[config.mk]
export PLATFORM = sky130hd
export DESIGN_NAME = noc1_req_arbiter
export DESIGN_NICKNAME = d
export VERILOG_FILES = /design/src/rtl/noc1_arb_pkg.sv /design/src/rtl/noc1_rr_pick.sv /design/src/rtl/noc1_req_arbiter.sv
export SDC_FILE = /design/constraint.sdc
export NUM_CORES = 1
export LEC_CHECK = 0
export ABC_AREA = 1
export CELL_PAD_IN_SITES_DETAIL_PLACEMENT = 0
export CELL_PAD_IN_SITES_GLOBAL_PLACEMENT = 2
export CORE_MARGIN = 5
export CORE_UTILIZATION = 19
export DETAILED_ROUTE_END_ITERATION = 7
export GPL_TIMING_DRIVEN = 0
export PLACE_DENSITY_LB_ADDON = 0.1
export SETUP_SLACK_MARGIN = 0.3
export SYNTH_ARGS = -nofsm -noshare
export SYNTH_HDL_FRONTEND = slang
export SYNTH_SLANG_ARGS = --single-unit
[constraint.sdc]
create_clock -name clk -period 2.3 [get_ports clk]
set_clock_uncertainty 0.15 [all_clocks]
set_input_delay 0.46 -clock clk [delete_from_list [all_inputs] [get_ports clk]]
set_output_delay 0.46 -clock clk [all_outputs]
set_load 0.1 [all_outputs]
[src/rtl/noc1_arb_pkg.sv]
// Shared types and widths for the noc1 request arbiter slice.
package noc1_arb_pkg;

    typedef enum logic [0:0] {
        ARB_IDLE = 1'b0,
        ARB_BUSY = 1'b1
    } arb_state_e;

    // Field order matches the noc1encoder request bundle, MSB first.
    typedef struct packed {
        logic [63:0] data_0;
        logic [63:0] data_1;
        logic [4:0]  req_type;
        logic [7:0]  mshrid;
        logic [39:0] address;
        logic [2:0]  size;
        logic        nc;
        logic [6:0]  homeid;
    } noc1_payload_t;

    localparam int unsigned NOC1_ARB_PAYLOAD_WIDTH = $bits(noc1_payload_t);

endpackage

[src/rtl/noc1_rr_pick.sv]
// Combinational winner select: starving requesters first (lowest index), else round-robin from rr_ptr.
module noc1_rr_pick #(
    parameter int unsigned NUM_REQ = 2
) (
    input  logic [NUM_REQ-1:0]         req,
    input  logic [$clog2(NUM_REQ)-1:0] rr_ptr,
    input  logic [NUM_REQ-1:0]         starve,
    output logic [NUM_REQ-1:0]         winner_oh_c,
    output logic [$clog2(NUM_REQ)-1:0] winner_idx_c,
    output logic                       starve_c
);

    localparam int unsigned IDX_W = $clog2(NUM_REQ);

    logic [NUM_REQ-1:0] starve_req;
    logic               found;
    int unsigned        cand;

    always_comb begin
        starve_req   = req & starve;
        starve_c     = |starve_req;
        found        = 1'b0;
        cand         = 0;
        winner_idx_c = '0;
        winner_oh_c  = '0;
        if (starve_c) begin
            // Descending scan so the lowest starving index is the last write.
            for (int i = int'(NUM_REQ) - 1; i >= 0; i--) begin
                if (starve_req[i]) begin
                    winner_idx_c = IDX_W'(i);
                end
            end
        end else begin
            for (int unsigned k = 0; k < NUM_REQ; k++) begin
                cand = 32'(rr_ptr) + k;
                if (cand >= NUM_REQ) begin
                    cand = cand - NUM_REQ;
                end
                if (!found && req[cand]) begin
                    found        = 1'b1;
                    winner_idx_c = IDX_W'(cand);
                end
            end
        end
        if (|req) begin
            winner_oh_c[winner_idx_c] = 1'b1;
        end
    end

endmodule

[src/rtl/noc1_req_arbiter.sv]
// Arbitrates the single noc1encoder request port between NUM_REQ requesters.
// Grant is held until the encoder acks; a mandatory IDLE cycle separates grants.
module noc1_req_arbiter
    import noc1_arb_pkg::*;
#(
    parameter int unsigned NUM_REQ       = 2,
    parameter int unsigned PAYLOAD_WIDTH = NOC1_ARB_PAYLOAD_WIDTH,
    parameter int unsigned MAX_WAIT      = 15
) (
    input  logic                               clk,
    input  logic                               rst_n,
    input  logic [NUM_REQ-1:0]                 req_val,
    input  logic [NUM_REQ*PAYLOAD_WIDTH-1:0]   req_payload,
    output logic [NUM_REQ-1:0]                 req_ack,
    input  logic                               dmbr_l15_stall,
    output logic                               arb_noc1encoder_req_val,
    output logic [PAYLOAD_WIDTH-1:0]           arb_noc1encoder_req_data,
    input  logic                               noc1encoder_arb_req_ack,
    output logic [$clog2(NUM_REQ)-1:0]         arb_grant_id,
    output logic                               arb_starve_event
);

    localparam int unsigned IDX_W = $clog2(NUM_REQ);
    localparam int unsigned CNT_W = $clog2(MAX_WAIT + 1);
    localparam logic [0:0]  ST_IDLE = ARB_IDLE;
    localparam logic [0:0]  ST_BUSY = ARB_BUSY;

    logic [0:0]               state_q, state_d;
    logic                     val_q, val_d;
    logic [PAYLOAD_WIDTH-1:0] data_q, data_d;
    logic [IDX_W-1:0]         grant_q, grant_d;
    logic [IDX_W-1:0]         rr_q, rr_d;
    logic                     starve_q, starve_d;
    logic [CNT_W-1:0]         wait_q [NUM_REQ];
    logic [CNT_W-1:0]         wait_d [NUM_REQ];

    logic [NUM_REQ-1:0]       starve_mask;
    logic [NUM_REQ-1:0]       win_oh;
    logic [IDX_W-1:0]         win_idx;
    logic                     win_starve;
    logic                     pick;

    always_comb begin
        for (int unsigned i = 0; i < NUM_REQ; i++) begin
            starve_mask[i] = (wait_q[i] == CNT_W'(MAX_WAIT));
        end
    end

    noc1_rr_pick #(
        .NUM_REQ (NUM_REQ)
    ) u_pick (
        .req          (req_val),
        .rr_ptr       (rr_q),
        .starve       (starve_mask),
        .winner_oh_c  (win_oh),
        .winner_idx_c (win_idx),
        .starve_c     (win_starve)
    );

    // Next-state, grant capture and wait-counter update.
    always_comb begin
        state_d  = state_q;
        val_d    = val_q;
        data_d   = data_q;
        grant_d  = grant_q;
        rr_d     = rr_q;
        starve_d = 1'b0;
        wait_d   = wait_q;
        pick     = (state_q == ST_IDLE) && !dmbr_l15_stall && (|req_val);

        case (state_q)
            ST_IDLE: begin
                if (pick) begin
                    state_d  = ST_BUSY;
                    val_d    = 1'b1;
                    data_d   = req_payload[32'(win_idx) * PAYLOAD_WIDTH +: PAYLOAD_WIDTH];
                    grant_d  = win_idx;
                    starve_d = win_starve;
                    rr_d     = (win_idx == IDX_W'(NUM_REQ - 1)) ? '0 : win_idx + IDX_W'(1);
                end
            end
            ST_BUSY: begin
                if (noc1encoder_arb_req_ack) begin
                    state_d = ST_IDLE;
                    val_d   = 1'b0;
                end
            end
            default: begin
                state_d = ST_IDLE;
                val_d   = 1'b0;
            end
        endcase

        // Counters only move in a pick cycle, so a stall in IDLE freezes them.
        for (int unsigned i = 0; i < NUM_REQ; i++) begin
            if (!req_val[i]) begin
                wait_d[i] = '0;
            end else if (pick) begin
                if (win_oh[i]) begin
                    wait_d[i] = '0;
                end else if (wait_q[i] != CNT_W'(MAX_WAIT)) begin
                    wait_d[i] = wait_q[i] + CNT_W'(1);
                end
            end
        end
    end

    always_ff @(posedge clk or negedge rst_n) begin
        if (!rst_n) begin
            state_q  <= ST_IDLE;
            val_q    <= 1'b0;
            data_q   <= '0;
            grant_q  <= '0;
            rr_q     <= '0;
            starve_q <= 1'b0;
            for (int unsigned i = 0; i < NUM_REQ; i++) begin
                wait_q[i] <= '0;
            end
        end else begin
            state_q  <= state_d;
            val_q    <= val_d;
            data_q   <= data_d;
            grant_q  <= grant_d;
            rr_q     <= rr_d;
            starve_q <= starve_d;
            wait_q   <= wait_d;
        end
    end

    // Requester ack is same-cycle with the encoder ack so the requester can drop val on the next edge.
    always_comb begin
        req_ack = '0;
        for (int unsigned i = 0; i < NUM_REQ; i++) begin
            req_ack[i] = (state_q == ST_BUSY) && noc1encoder_arb_req_ack && (grant_q == IDX_W'(i));
        end
    end

    assign arb_noc1encoder_req_val  = val_q;
    assign arb_noc1encoder_req_data = data_q;
    assign arb_grant_id             = grant_q;
    assign arb_starve_event         = starve_q;

endmodule

## Word level (Yosys, flattened, before mapping)

Cells that the tools add are included.

- Add/subtract/negate cells: 6
- Eq/ne operators: 10
- Shifts and indexed selects: 1
- Bitwise logic cells: 3
- Order comparisons: 6
- Multipliers: 1
- Reduce and logical (&&, ||, !) cells: 15
- Muxes and demuxes: 35

Operator list:

| kind | number |
|---|---|
| $shiftx A384 B10 Y192 | 1 |
| $mux W32 | 4 |
| $lt A32 B2 Y1 const B | 2 |
| $ge A32 B2 Y1 const B | 1 |
| $mux W4 | 8 |
| $sub A32 B2 Y32 const B | 1 |
| $mux W1 | 19 |
| $add A4 B1 Y4 const B | 2 |
| $eq A4 B4 Y1 const B | 2 |
| $ne A4 B4 Y1 const B | 2 |
| $reduce_and A2 Y1 | 4 |
| $logic_and A1 B1 Y1 | 7 |
| $ne A3 B1 Y1 const B | 2 |
| $ne A2 B1 Y1 const B | 2 |
| $ne A2 B2 Y1 const B | 2 |
| $pmux W1 S2 | 2 |
| $reduce_or A2 Y1 | 2 |
| $mul A1 B2 Y3 const B | 1 |
| $sub A1 B2 Y3 const B | 1 |
| $add A1 B1 Y2 const B | 1 |
| $and A2 B2 Y2 | 1 |
| $ge A1 B2 Y1 const B | 1 |
| $logic_not A1 Y1 | 2 |
| $lt A1 B2 Y1 const B | 1 |
| 5 further kinds | 6 |

- Flip-flop bits (word level): 205
- Word-level logic and storage cells: 85
- Input bits: 390
- Output and inout port bits: 197

## Longest topological paths before layout

Gate-level depths: netlist of run 1.

- Depth in word-level cells: 20
- Gate-level depth with buffers: 11
- Mapped depth without buffers: 9

## Modules after synthesis

A second synthesis of run 1 with hierarchy kept.

- Cell total of the unflattened synthesis: 1132
- Area total of the unflattened synthesis: 9115.0 sq um

Modules (own cells, without submodules):

| module | sequential area each (sq um) | times used | area an instance (sq um) | cells each |
|---|---|---|---|---|
| noc1_req_arbiter | 5129.9 | 1 | 9054.9 | 1121 |
| noc1_rr_pick | 0.0 | 1 | 60.1 | 11 |

## Least setup slack after synthesis of run 1

OpenSTA, ideal clock, no wires.

- Path kind: register to output
- Start: register grant_q, in the netlist arb_grant_id
- End: output req_ack[1]
- Arrival time: 2.315 ns
- Path slack: -0.625 ns
- Data required time: 1.690 ns
- Cell stages (with the launch flop): 3
- Buffers on the path: 0
- Path through: dfrtp_1 inv_1 nor2_1

- Word-level cells in the longest chain between the ends: 1

Ends and longest elaborated chain:

| what | RTL line | RTL |
|---|---|---|
| start: declaration | noc1_req_arbiter.sv:31 | `logic [IDX_W-1:0] grant_q, grant_d;` |
| start signal: assignment | noc1_req_arbiter.sv:123 | `grant_q <= grant_d;` |
| $logic_and A1 B1 Y1 | noc1_req_arbiter.sv:134 | `req_ack[i] = (state_q == ST_BUSY) && noc1encoder_arb_req_ack && (grant_q == IDX_W'(i));` |
| end: declaration | noc1_req_arbiter.sv:14 | `output logic [NUM_REQ-1:0] req_ack,` |

Every way passes these cells.

## Worst setup path after layout of run 1

- Start: input noc1encoder_arb_req_ack
- End: output req_ack[1]

- Word-level cells in the longest chain between the ends: 2

Ends and longest elaborated chain:

| what | RTL line | RTL |
|---|---|---|
| start: declaration | noc1_req_arbiter.sv:18 | `input logic noc1encoder_arb_req_ack,` |
| $logic_and A1 B1 Y1 (2 in series) | noc1_req_arbiter.sv:134 |  |

Every way passes these cells.

==> results.py, run 1 <==
metrics = {
    "yosys": {
        "synth_top_area_frac": 0.5534,
        "ys_top_cells_by_count": "nand2_1, nand3_1, dfrtp_1",
        "yosysUniqueCellTypes": 21,
        "synth_cells": 1136,
        "synth_edf_count": 0,
        "async_flop_share": 1.000,
        "syn_nets": 1528,
        "synth_flop_cell": "dfrtp_1",
        "syn_area_um2": 9270,
        "yosysSeqAreaShare": 0.5534,
        "synth.avg_cell_area_um2": 8.160,
        "synthTopCellsByArea": "dfrtp_1, nand3_1, nand2_1",
        "yosys.area.top_type": "dfrtp_1",
        "ys_warn_count": 0,
        "yosysMostFrequentCell": "nand2_1",
        "ys_ff_latch": 205,
    },
    "worst_hold_path": {
        "hold_path.startpoint": "req_val[0]",
        "hold_path_end": "wait_q[5]",
        "worstHoldPathType": "in2reg",
        "whs_path_depth": 3,
    },
    "routing": {
        "post_drt_wl_per_cell_um": 22.49,
        "vias": 10700,
        "drt_wl_total_um": 54600,
        "ant_nets": 0,
        "drc": 0,
        "routed_via_density": 4.407,
        "drtPass1Iterations": 5,
        "drt-initial-drc-count": 471,
    },
    "clock_tree": {
        "cts_buffers": 29,
        "cts_htree_levels": 1,
        "tritoncts": "built",
        "worstSkewPairLatency_ns": 0.55,
        "clk_path_buf_depth": 3,
        "clkTransAtPathRegs_ns": 0.06,
        "cts.sinks": 205,
        "clockRootBuffer": "clkbuf_16",
    },
    "grt": {
        "grt_max_degree": 92,
        "grt_usage": 0.1906,
        "antenna_found_initial": 13,
        "grt_pass1_wl_um": 77000,
        "overflow": 0,
        "grt_pass1_vias": 11090,
    },
    "setup_path": {
        "rr_worst_depth": 9,
        "cp.required_ns": 1.69,
        "startpoint": "noc1encoder_arb_req_ack",
        "worstSetupPathType": "in2out",
        "r2r_end": "arb_noc1encoder_req_data[154]",
        "reg2reg_from": "state_q",
        "crit_fanout": 3,
        "critPathCaptureType": "output port",
        "r2r_setup_slack_ns": 0.34,
        "arrival_ns": 1.37,
        "critical_path.startpoint_type": "input port",
    },
    "placement": {
        "hpwl_um": 41150,
        "dpl_cell_area_um2": 15970,
        "place_congestion": 0.8168,
        "portBuffers": 584,
        "dpl_worst_slack_ns": -0.6746,
        "placedCellCount": 2344,
    },
    "finish": {
        "stdcell_area_um2": 16940,
        "drive_gt1_frac": 0.2024,
        "fin_cells": 2427,
        "area_growth_pct": 82.74,
        "nets": 2172,
    },
    "power": {
        "p_clk_frac": 0.202,
        "p_sw_uw": 11050,
        "p_sw_frac": 0.5444,
        "combPwrFrac": 0.549,
        "peakVddDrop_mv": 0.5815,
        "p_seq_frac": 0.249,
        "intPower_uw": 9253,
        "p_leak_uw": 0.007858,
        "p_total_uw": 20310,
        "power_density_nw_per_um2": 1199,
    },
    "floorplanning": {
        "io_pins": 587,
        "coreArea_um2": 48650,
        "die_y_um": 230.9,
        "fp.dieW_um": 230.9,
        "rows": 81,
        "die_area_um2": 53310,
        "start_util": 0.1906,
    },
    "sta": {
        "hold_viol_final": 0,
        "min_period_ns": 1.977,
        "rsz0062_at_grt": "yes",
        "setup_viol_count_final": 0,
        "setup_slack_ns": 0.3231,
        "fmax_mhz": 505.8,
        "worst_pin_slew_ns": 0.5834,
        "fin_hold_ws_ns": 0.09012,
        "slew_viol_final": 0,
        "maxSlewHeadroom": 0.6110,
        "fin_crit_sh": 0.8595,
    },
    "outcome": {
        "status": "finished, final reports clean",
    },
    "run": {
        "drv_cap": 0,
    },
}
[cells by family after synthesis]
family	count (synthesis)	synth area share
XOR/XNOR	2	0.001890
adder cells (fa/ha/maj)	2	0.002699
AND/OR/NAND/NOR	824	0.3910
AO/OA/AOI/OAI	4	0.002429
buffers and inverters	99	0.04859
flip-flops	205	0.5534
[per-stage QoR]
| stage | util | setup TNS (ns) |
|---|---|---|
| after floorplan | - | 0 |
| after global placement | 0.3271 | -2130.20 |
| after detailed placement | 0.3283 | -69.32 |
| after CTS | 0.3389 | 0 |
| after global routing | 0.3480 | 0 |
| final | 0.3482 | 0 |
[area by class of cell]
cell class / count / area (um^2)
plain buffers: 86 / 696.9
fillers: 5200 / 31710
flip-flops and latches: 205 / 5131
repair buffers: 612 / 5654
well taps: 622 / 778.2
clock buffers: 45 / 805.8
multi-input cells: 833 / 3780
diodes: 7 / 17.52
clock inverters: 4 / 20.02
inverters: 13 / 56.30
[power groups by stage]
stage / clock [uW] / combinational, uW / sequential (uW)
floorplan: 0 / 1320 / 11700
global placement: 0 / 11600 / 5090
detailed placement: 0 / 11600 / 5100
CTS: 4290 / 11200 / 5050
global route: 4400 / 11600 / 5170
finish: 4110 / 11200 / 5050
[worst max-delay path by stage]
stage | endpoint | slack (ns) | depth (start not counted)
floorplan | req_ack[1] | 0.33 | 2
global placement | arb_grant_id | -11.03 | 1
detailed placement | req_ack[1] | -0.67 | 4
CTS | arb_noc1encoder_req_data[4] | 0.18 | 1
global route | arb_noc1encoder_req_data[8] | 0.25 | 9
finish | req_ack[1] | 0.32 | 4
[cell usage in the layout, fill, tap and decap left out, types with 5 or more instances in the layout]
cell type        instances
clkbuf_1                19
clkbuf_4                55
nand3_1                388
buf_8                   13
buf_4                  114
clkbuf_16               37
nand2_2                  5
nand2_1                410
buf_12                  10
diode_2                  7
clkbuf_2                11
nand4_1                  5
nor2_1                   5
dfrtp_1                204
buf_2                   90
clkdlybuf4s50_1        386
inv_1                   10
[repair_timing]
| item | 4_1_cts | 5_1_grt |
|---|---|---|
| endpoints found under the hold margin | 54 | 0 |
| setup endpoints to repair | 399 | 274 |
| hold buffers | 1 | 0 |
| pin swaps | 2 | 7 |
| resized for setup | 1044 | 239 |
| setup buffers | 4 | 12 |
| cloned | 1 | 9 |
[critical path, cell delays in order]
cell	delay [ns]
clkdlybuf4s50_1	0.53
nand2_4	0.09
nor2_4	0.11
buf_12	0.18
[flip-flops by register name (all words and copies together), names as in the netlist]
signal                    count
wait_q                        8
rr_q                          1
arb_grant_id                  1
arb_noc1encoder_req_val       1
arb_starve_event              1
state_q                       1
arb_noc1encoder_req_data    192
[metal layers]
layer / GRT usage / part of all wire
met5: 0 / 0.0013
met4: 0.04328 / 0.023
met3: 0.06863 / 0.081
met2: 0.3364 / 0.50
met1: 0.2222 / 0.39
Note: power is estimated with default switching activity, not from simulation.
==> run 2, diff against run 1 <==
--- a/config.mk
+++ b/config.mk
@@ -5,12 +5,13 @@
 export SDC_FILE = /design/constraint.sdc
 export NUM_CORES = 1
 export LEC_CHECK = 0
-export ABC_AREA = 1
 export CELL_PAD_IN_SITES_DETAIL_PLACEMENT = 0
 export CELL_PAD_IN_SITES_GLOBAL_PLACEMENT = 2
-export CORE_MARGIN = 5
-export CORE_UTILIZATION = 19
+export CORE_AREA = 5 5 226 228
+export CTS_BUF_LIST = sky130_fd_sc_hd__clkbuf_2
+export CTS_CLUSTER_SIZE = 20
 export DETAILED_ROUTE_END_ITERATION = 7
+export DIE_AREA = 0 0 231 233
 export GPL_TIMING_DRIVEN = 0
 export PLACE_DENSITY_LB_ADDON = 0.1
 export SETUP_SLACK_MARGIN = 0.3
==> run 2 against run 1 <==
  * The flow now finishes with violations (negative setup slack)
  * Non-clock buffer count rose by 379
  * Flip-flop and latch count unchanged
  * Maximum frequency is 16% lower
  * Highest routed layer unchanged
  * Routed wire length down 4.5%
  * Clock power fell by 34%
  * Total power grew 6.6%
==> results.py, run 2 <==
metrics = {
    "outcome": {
        "status": "finished with violations",
        "violations": "negative setup slack",
    },
    "power": {
        "p_leak_uw": 0.01052,
        "p_total_uw": 21650,
        "power_density_nw_per_um2": 938.1,
        "peakVddDrop_mv": 0.5920,
    },
    "grt": {
        "overflow": 0,
        "grt_max_degree": 105,
        "grt_pass1_vias": 11970,
        "grt_pass1_wl_um": 75930,
        "use_met3": 0.07212,
        "antenna_found_initial": 6,
        "use_met1": 0.2133,
        "grt.busiest_layer": "met2",
        "use_met2": 0.3298,
        "grt_usage": 0.1862,
    },
    "yosys": {
        "ys_top_cells_by_count": "nand2_1, dfrtp_1, mux2i_1",
        "ys_ff_latch": 205,
        "synth_cells": 910,
        "async_flop_share": 1.000,
        "yosysUniqueCellTypes": 33,
        "ys_warn_count": 0,
        "yosysSeqAreaShare": 0.5373,
        "synthTopCellsByArea": "dfrtp_1, mux2i_1, nand2_1",
        "synth_flop_cell": "dfrtp_1",
        "synth_top_area_frac": 0.5373,
        "syn_area_um2": 9548,
        "yosysMostFrequentCell": "nand2_1",
        "synth.avg_cell_area_um2": 10.49,
        "syn_nets": 1302,
        "synth_edf_count": 0,
        "yosys.area.top_type": "dfrtp_1",
    },
    "clock_tree": {
        "worstSkewPairLatency_ns": 0.98,
        "cts_htree_levels": 2,
        "cts_buffers": 59,
        "clkTransAtPathRegs_ns": 0.10,
        "clockRootBuffer": "clkbuf_2",
        "clk_path_buf_depth": 3,
        "tritoncts": "built",
        "cts.sinks": 205,
    },
    "finish": {
        "nFillCells": 4497,
        "drive_gt1_frac": 0.1904,
        "largest_reg_flops": 192,
        "final_common_cell": "dlygate4sd3_1",
        "stdcell_area_um2": 23080,
        "nets": 2373,
        "area_growth_pct": 141.7,
        "final_cell_mix": "dlygate4sd3_1, clkdlybuf4s50_1, nand2_1",
    },
    "sta": {
        "hold_viol_final": 0,
        "maxSlewHeadroom": 0.4129,
        "fin_crit_sh": 1.019,
        "setup_slack_ns": -0.04275,
        "setup_viol_count_final": 2,
        "min_period_ns": 2.343,
        "slew_viol_final": 0,
        "worst_pin_slew_ns": 0.8806,
        "rsz0062_at_grt": "yes",
        "fmax_mhz": 426.8,
    },
    "run": {
        "drv_cap": 0,
    },
    "placement": {
        "portBuffers": 586,
        "place_congestion": 0.7709,
        "dpl_cell_area_um2": 16230,
        "hpwl_um": 38440,
    },
    "setup_path": {
        "arrival_ns": 1.73,
        "cp.required_ns": 1.69,
        "crit_family": "flip-flops",
        "cp_num_buf_inv": 1,
        "worstSetupPathType": "reg2out",
        "crit_fanout": 3,
        "worstPathCellList": "and3_4, buf_12",
        "cpPeakStageDelay_ns": 0.45,
        "slowest_stage": "dfrtp_2",
        "critical_path.startpoint_type": "flop",
        "critPathCaptureType": "output port",
    },
    "routing": {
        "post_drt_wl_per_cell_um": 19.66,
        "drc": 0,
        "ant_nets": 0,
        "drt_wl_total_um": 52130,
        "drt-initial-drc-count": 247,
        "vias": 10940,
        "routed_via_density": 4.125,
        "drtPass1Iterations": 6,
    },
    "floorplanning": {
        "coreArea_um2": 48650,
        "rows": 81,
        "die_area_um2": 53820,
        "fp.dieW_um": 231,
        "io_pins": 587,
        "die_y_um": 233,
        "start_util": 0.1963,
    },
    "worst_hold_path": {
        "worstHoldPathType": "in2reg",
    },
}
## run 2: cell count changes in the layout (fill, tap and decap cells not counted), moves of 139 or more
cell,delta
dlygate4sd3_1,+388
nand2_1,-204
buf_12,+187
mux2i_1,+184
nand3_1,-382
o21ai_1,+139
## run 2: worst register-to-register path, delay by kind of cell, from the launching register on
kind / cells / cell delay (ns)
AO/OA/AOI/OAI: 2 / 0.26
adder cells (fa/ha/maj): 1 / 0.20
buffers and inverters: 3 / 0.55
flip-flops: 1 / 0.41
multiplexers: 1 / 0.33
AND/OR/NAND/NOR: 1 / 0.18
## run 2: cell families after synthesis
logic type	after synthesis	synth area share
muxes	192	0.2013
buffers and inverters	70	0.04888
adders and majority gates	2	0.002620
DFF	205	0.5373
and+or+nand+nor	233	0.09855
AOI/OAI and AO/OA	208	0.1114
## run 2: area by class of cell
| type | count | area [um^2] | share of cell area |
|---|---|---|---|
| Timing Repair Buffer | 1010 | 12080 | 0.5235 |
| Inverter | 3 | 11.26 | 0.0004879 |
| Sequential cell | 205 | 5136 | 0.2225 |
| Buffer | 67 | 519.2 | 0.02250 |
| Clock buffer | 90 | 450.4 | 0.01952 |
| Tap cell | 622 | 778.2 | 0.03372 |
| Antenna cell | 7 | 17.52 | 0.0007590 |
| Multi-Input combinational cell | 635 | 4039 | 0.1750 |
| Clock inverter | 12 | 45.04 | 0.001952 |
## run 2: per-layer routing
metal / wire (um) / vias to the layer above
met1: 20680 / 5129
met5: 13 / -
li1: - / 5327
met4: 927 / 2
met3: 4521 / 69
met2: 25980 / 408
## run 2: worst paths after layout
kind / start / endpoint / slack [ns] / cells after the start
min: dmbr_l15_stall / wait_q[2] / 0.20 / 4
max: arb_grant_id / req_ack[1] / -0.04 / 2
max in group asynchronous: rst_n / arb_noc1encoder_req_data[174] / 0.42 / 4
min reg2reg: rr_q / rr_q / 0.38 / 2
max reg2reg: wait_q[0] / arb_noc1encoder_req_data[57] / 0.02 / 8
min in group asynchronous: rst_n / arb_noc1encoder_req_data[76] / 0.53 / 3
## run 2: metrics by stage
| stage | util | TNS, ns | cells | hold slack (ns) | setup slack (ns) |
|---|---|---|---|---|---|
| 2_1_floorplan | - | 0 | 910 | 0.01441 | 0.3214 |
| 6_report | 0.4744 | -0.07530 | 2651 | 0.1972 | -0.04275 |
| 5_1_grt | 0.4743 | -19.51 | 2649 | 0.07960 | -0.2171 |
| 3_3_place_gp | 0.3331 | -2038.81 | 2118 | 0.3116 | -10.14 |
| 4_1_cts | 0.4733 | -12.78 | 2644 | 0.005028 | -0.2341 |
| 3_5_place_dp | 0.3337 | -132.35 | 2119 | 0.3199 | -0.9258 |
## run 2: repair_timing
item | in CTS | in global routing
buffers inserted | 30 | 0
gates resized for setup | 1798 | 11
hold endpoints to repair | 403 | 0
endpoints found under the setup margin | 398 | 408
gates cloned | 3 | 0
hold buffers | 390 | 0
pin swaps | 1 | 1
## run 2: report_power, final
group | switching (uW) | internal [uW]
registers | 932 | 4450
clock network | 1690 | 1020
logic | 8400 | 5150
total | 11000 | 10600
